==> src/rtl/ysyx_2022040010_scoreboard.sv <==
// rtl/ysyx_2022040010_scoreboard.sv - register scoreboard and MDU stall controller
//
// Tracks registers with an outstanding long-latency write (loads, MDU ops),
// detects RAW/WAW hazards for the ID-stage instruction, holds the pipeline
// while a multi-cycle MDU operation runs, and counts stalled cycles.
//
// Ports:
//   clk                      clock, all state updates on posedge
//   rst                      synchronous active-low reset
//   id_valid/id_re1/id_re2   ID-stage valid and source-read enables
//   id_we/id_long            ID-stage rd write enable and long-latency flag
//   id_rs1/id_rs2/id_rd      ID-stage register addresses
//   wb_we/wb_long/wb_waddr   WB-stage write enable, long-op completion, rd
//   mdu_start/mdu_done       MDU launch and completion pulses
//   flush                    kills the ID-stage instruction this cycle
//   stall                    pipeline hold vector (bit0=PC .. bit5=WB)
//   issue_ok                 ID instruction accepted this cycle
//   pending                  per-register outstanding long write
//   stall_cnt                saturating count of stalled cycles
module ysyx_2022040010_scoreboard #(
  parameter int STALL_W = 6,
  parameter int CNT_W   = 32
) (
  input  logic               clk,
  input  logic               rst,
  input  logic               id_valid,
  input  logic               id_re1,
  input  logic               id_re2,
  input  logic               id_we,
  input  logic               id_long,
  input  logic [4:0]         id_rs1,
  input  logic [4:0]         id_rs2,
  input  logic [4:0]         id_rd,
  input  logic               wb_we,
  input  logic               wb_long,
  input  logic [4:0]         wb_waddr,
  input  logic               mdu_start,
  input  logic               mdu_done,
  input  logic               flush,
  output logic [STALL_W-1:0] stall,
  output logic               issue_ok,
  output logic [31:0]        pending,
  output logic [CNT_W-1:0]   stall_cnt
);

  typedef enum logic {S_IDLE, S_BUSY} state_t;

  // MDU hold freezes PC..EX; a data hazard freezes PC..ID only.
  localparam logic [STALL_W-1:0] STALL_MDU = STALL_W'(6'b001111);
  localparam logic [STALL_W-1:0] STALL_HAZ = STALL_W'(6'b000111);

  state_t             r_state;
  logic [31:0]        r_pending;
  logic [CNT_W-1:0]   r_stall_cnt;

  logic               w_clr;
  logic [31:0]        w_clr_mask;
  logic [31:0]        w_set_mask;
  logic [31:0]        w_pend_eff;
  logic [31:0]        w_pending_nxt;
  logic               w_raw1;
  logic               w_raw2;
  logic               w_waw;
  logic               w_hazard;
  logic               w_mdu_hold;
  logic [STALL_W-1:0] w_stall;
  logic               w_issue_ok;

  assign w_clr      = wb_we & wb_long & (wb_waddr != 5'd0);
  assign w_clr_mask = w_clr ? (32'd1 << wb_waddr) : 32'd0;

  // A register being released this cycle reads as free: the regfile
  // forwards the WB data to a same-cycle read.
  assign w_pend_eff = r_pending & ~w_clr_mask;

  assign w_raw1   = id_re1 & (id_rs1 != 5'd0) & w_pend_eff[id_rs1];
  assign w_raw2   = id_re2 & (id_rs2 != 5'd0) & w_pend_eff[id_rs2];
  assign w_waw    = id_we  & (id_rd  != 5'd0) & w_pend_eff[id_rd];
  assign w_hazard = id_valid & ~flush & (w_raw1 | w_raw2 | w_waw);

  assign w_mdu_hold = (mdu_start | (r_state == S_BUSY)) & ~mdu_done;

  always_comb begin
    w_stall = '0;
    if (!rst)            w_stall = '0;
    else if (w_mdu_hold) w_stall = STALL_MDU;
    else if (w_hazard)   w_stall = STALL_HAZ;
  end

  assign w_issue_ok = rst & id_valid & ~flush & ~w_hazard & ~w_mdu_hold;

  assign w_set_mask = (w_issue_ok & id_we & id_long & (id_rd != 5'd0))
                      ? (32'd1 << id_rd) : 32'd0;

  // Set is applied after clear so a same-cycle reissue keeps the bit pending.
  assign w_pending_nxt = ((r_pending & ~w_clr_mask) | w_set_mask) & ~32'd1;

  always_ff @(posedge clk) begin
    if (!rst) begin
      r_state     <= S_IDLE;
      r_pending   <= 32'd0;
      r_stall_cnt <= '0;
    end else begin
      case (r_state)
        S_IDLE:  if (mdu_start & ~mdu_done) r_state <= S_BUSY;
        S_BUSY:  if (mdu_done)              r_state <= S_IDLE;
        default: r_state <= S_IDLE;
      endcase
      r_pending <= w_pending_nxt;
      if ((w_stall != '0) && (r_stall_cnt != '1))
        r_stall_cnt <= r_stall_cnt + CNT_W'(1);
    end
  end

  assign stall     = w_stall;
  assign issue_ok  = w_issue_ok;
  assign pending   = r_pending;
  assign stall_cnt = r_stall_cnt;

endmodule

==> config.mk <==
export PLATFORM = sky130hd
export DESIGN_NAME = ysyx_2022040010_scoreboard
export DESIGN_NICKNAME = d
export VERILOG_FILES = /design/src/rtl/ysyx_2022040010_scoreboard.sv
export SDC_FILE = /design/constraint.sdc
export NUM_CORES = 1
export LEC_CHECK = 0
export CAP_MARGIN = 20
export CORE_ASPECT_RATIO = 1.5
export CORE_UTILIZATION = 50
export CTS_CLUSTER_SIZE = 8
export DETAILED_ROUTE_END_ITERATION = 12
export PLACE_DENSITY = 0.8
export SYNTH_ARGS = -nofsm -noshare
export SYNTH_HDL_FRONTEND = slang
export SYNTH_SLANG_ARGS = --single-unit
==> constraint.sdc <==
create_clock -name clk -period 4 [get_ports clk]
set_clock_uncertainty 0.1 [all_clocks]
set_input_delay 0.4 -clock clk [delete_from_list [all_inputs] [get_ports clk]]
set_output_delay 0.4 -clock clk [all_outputs]
set_load 0.1 [all_outputs]
==> reports/results.txt, run 1 <==
Cells after Synth: 518
Cell with the most instances after synthesis: dfxtp_1
Largest area contributor in the netlist: dfxtp_1
Distinct cells, synth: 67
Cells on Worst Hold Path: 2
Initial antenna violation count: 0
Hold Path Sink: stall_cnt[27]
Top cells by count, synth: 64 x dfxtp_1, 56 x nand2_1, 36 x o21ai_0
Core area: 8010 sq um
Measured slew at the worst slew-check pin: 0.991 ns
Clock-pin slew on the worst setup and hold paths: 0.06 ns
Fill cells: 638
# setup viols final: 0
Avg Cell Area, Syn: 7.98 sq um
Post-synth EDFFs: 0
Dpl cells: 733
Fin crit period: 3.95 ns
Area delta synth->final: 41.2%
Max clock buf depth: 2
CP required: 3.50 ns
Fraction of layout cells with a size suffix above 1: 0.160
WHS: 0.398 ns
Global-route wire length before repair: 24.4 mm
Static Leak: 0.00196 uW
Gpl congestion: 1.08
Chip height: 113 um
Relative slew slack: 0.338
RR Endpoint: stall_cnt[14]
Crit path cell chain: clkdlybuf4s50_1, nand4bb_4, o31a_1, mux4_2, mux2i_1, a211oi_1, a311oi_1, and4_2, and3_4, buf_12
Post-synth top area share: 0.310
Initial core utilization: 0.516
Chip Width: 76.2 um
Post-route cell area: 5830 sq um
VDD IR max: 0.000247 V
Top cells by area, synth: dfxtp_1 31%, nand2_1 5.1%, o21ai_0 4.4%
Ys async rst share: 0
Cell Area, Synth: 4130 sq um
ANT cells: 0
Final ANT Viol Nets: 0
Critical path arrival: 3.45 ns
Detailed Route WL: 15.8 mm
GRT Total Usage: 0.370
Clk root buf: clkbuf_16
Fmax: 253 MHz
Crit Path Max Fanout: 5
Max cap viols: 0
Pin count of the biggest net entering global routing: 40
Slew Limit Fails: 0
Final cell count without fillers: 750
DR WL/cell: 21.0 um
R2r setup slk: 0.78 ns
Yosys Warn Count: 0
Pre-Repair DR Iteration Count: 5
Pwr Density: 294 nW/um^2
Run status: finished clean
GRT Residual Overflow: 0
Sequential area share after synthesis: 0.310
Final hold vios: 0
Area post-placement: 5480 sq um
Critical path type: input port to output pin
Crit. End Element: output pin
CTS buffer count: 9
Yosys reg bits: 64
Worst skew pair latency: 0.33 ns
Main synth FF type: dfxtp_1
Worst reg-to-reg path cell count: 9
Final-stage net count: 673
Via Count: 4929
Reg-to-reg startpoint: stall_cnt[11]
Initial DRC Count: 337
CP max stage delay: 0.51 ns
Post-CTS Hold Fix Bufs: 0
Final HPWL DP: 11.8 mm
Row Count: 40
Sinks on Clock Net: 64
Number of I/O pins: 103
Number of global-route vias before repair: 4600
Port Buffer Count: 99
Fin crit share: 0.988
DR vias/cell: 6.57
Post-route DRC violation count: 0
CTS tree: done
Hold_sp: stall_cnt[27]
Critical path's slowest cell: mux4_2
H-tree depth: 3
DIE AREA: 8640 sq um
HP Class: flip-flop to flip-flop
Crit path launch type: input port
-- per-layer routing --
| metal | track usage | part of all wire | up-vias |
|---|---|---|---|
| met1 | 0.406 | 0.35 | 2280 |
| met2 | 0.634 | 0.50 | 311 |
| met4 | 0.265 | 0.070 | 0 |
| met5 | 0 | 0 | - |
| li1 | - | - | 2257 |
| met3 | 0.0718 | 0.077 | 81 |
-- area by class of cell --
class	instances	area, sq um	share of cell area
clock buffer	11	233	0.0399
clock inverter	5	57.6	0.00986
inverter	19	71.3	0.0122
multi-input combinational	402	2660	0.455
sequential	64	1290	0.222
tap	105	131	0.0225
timing repair buffer	144	1390	0.238
-- cell usage in the layout (no fill, tap or decap), drive strengths merged, types with 3 or more instances in the layout --
cell type and instances:
or3 13, o21ai 43, nor2 30, o2111ai 6, clkdlybuf4s50 89, a2111oi 3, clkinvlp 3, nor3 11
and3 7, nand2 58, o311ai 5, mux2i 17, a21oi 21, dlymetal6s2s 5, a211oi 3, o31a 10
dfxtp 64, inv 17, o221ai 5, nand4 14, clkinv 3, nand3 23, nand2b 7, or4 14
or3b 3, mux4 7, clkbuf 11, and4 3, o22ai 19, conb 3, a31oi 5, o21a 10
nor4 12, o211ai 9, buf 50, or2 3, o31ai 10, nand3b 5
-- worst max path at each step --
stage	from	to	slack [ns]	cells after the start
CTS	wb_waddr[3]	issue_ok	0.007	10
global route	wb_waddr[2]	stall[0]	-0.008	11
finish	wb_waddr[2]	issue_ok	0.05	10
detailed placement	wb_waddr[3]	issue_ok	-0.06	10
floorplan	pending[11]	stall[1]	0.02	11
global placement	wb_waddr[3]	issue_ok	-0.07	10
-- state kept, by name, summed over array words and instances, names as in the netlist --
signal / count
stall_cnt: 32
pending: 31
r_state: 1
-- power by group --
group,internal (uW),total [uW],switching (uW)
combinational,105,305,199
clock,481,765,284
sequential,641,645,4.21
-- cells by family after synthesis --
| family | after synthesis | share of synthesized area |
|---|---|---|
| and+or+nand+nor | 214 | 0.282 |
| AOI/OAI and AO/OA | 160 | 0.263 |
| DFF | 64 | 0.310 |
| buffers and inverters | 54 | 0.0618 |
| muxes | 24 | 0.0793 |
| adders and majority gates | 1 | 0.00303 |
| other | 1 | 0.000907 |
-- worst max-delay path, delay by kind of cell --
| family | cells | cell delay (ns) |
|---|---|---|
| buf+inv | 2 | 0.67 |
| simple gates | 3 | 0.84 |
| compound gates | 3 | 0.87 |
| mux | 2 | 0.66 |
-- metrics by stage --
| stage | total power [uW] | setup WS, ns | setup TNS [ns] | util |
|---|---|---|---|---|
| after floorplan | 852 | 0.0166 | 0 | - |
| after global placement | 949 | -0.0718 | -0.394 | 0.685 |
| after detailed placement | 952 | -0.0563 | -0.0849 | 0.685 |
| after CTS | 1710 | 0.00736 | 0 | 0.722 |
| after global routing | 1770 | -0.00794 | -0.0288 | 0.729 |
| final | 1720 | 0.0475 | 0 | 0.729 |
-- repair_timing --
action | 4_1_cts | 5_1_grt
endpoints found under the setup margin | 4 | 4
pin swaps | 0 | 5
setup buffers | 0 | 1
resized for setup | 2 | 15
Power figures use the tool's default switching activity.
==> run 2: changes to the inputs <==
Settings changed: HOLD_SLACK_MARGIN set to 0.1.
==> results of run 2 <==
No change in the layout: final DEF, timing and power equal those of run 1.
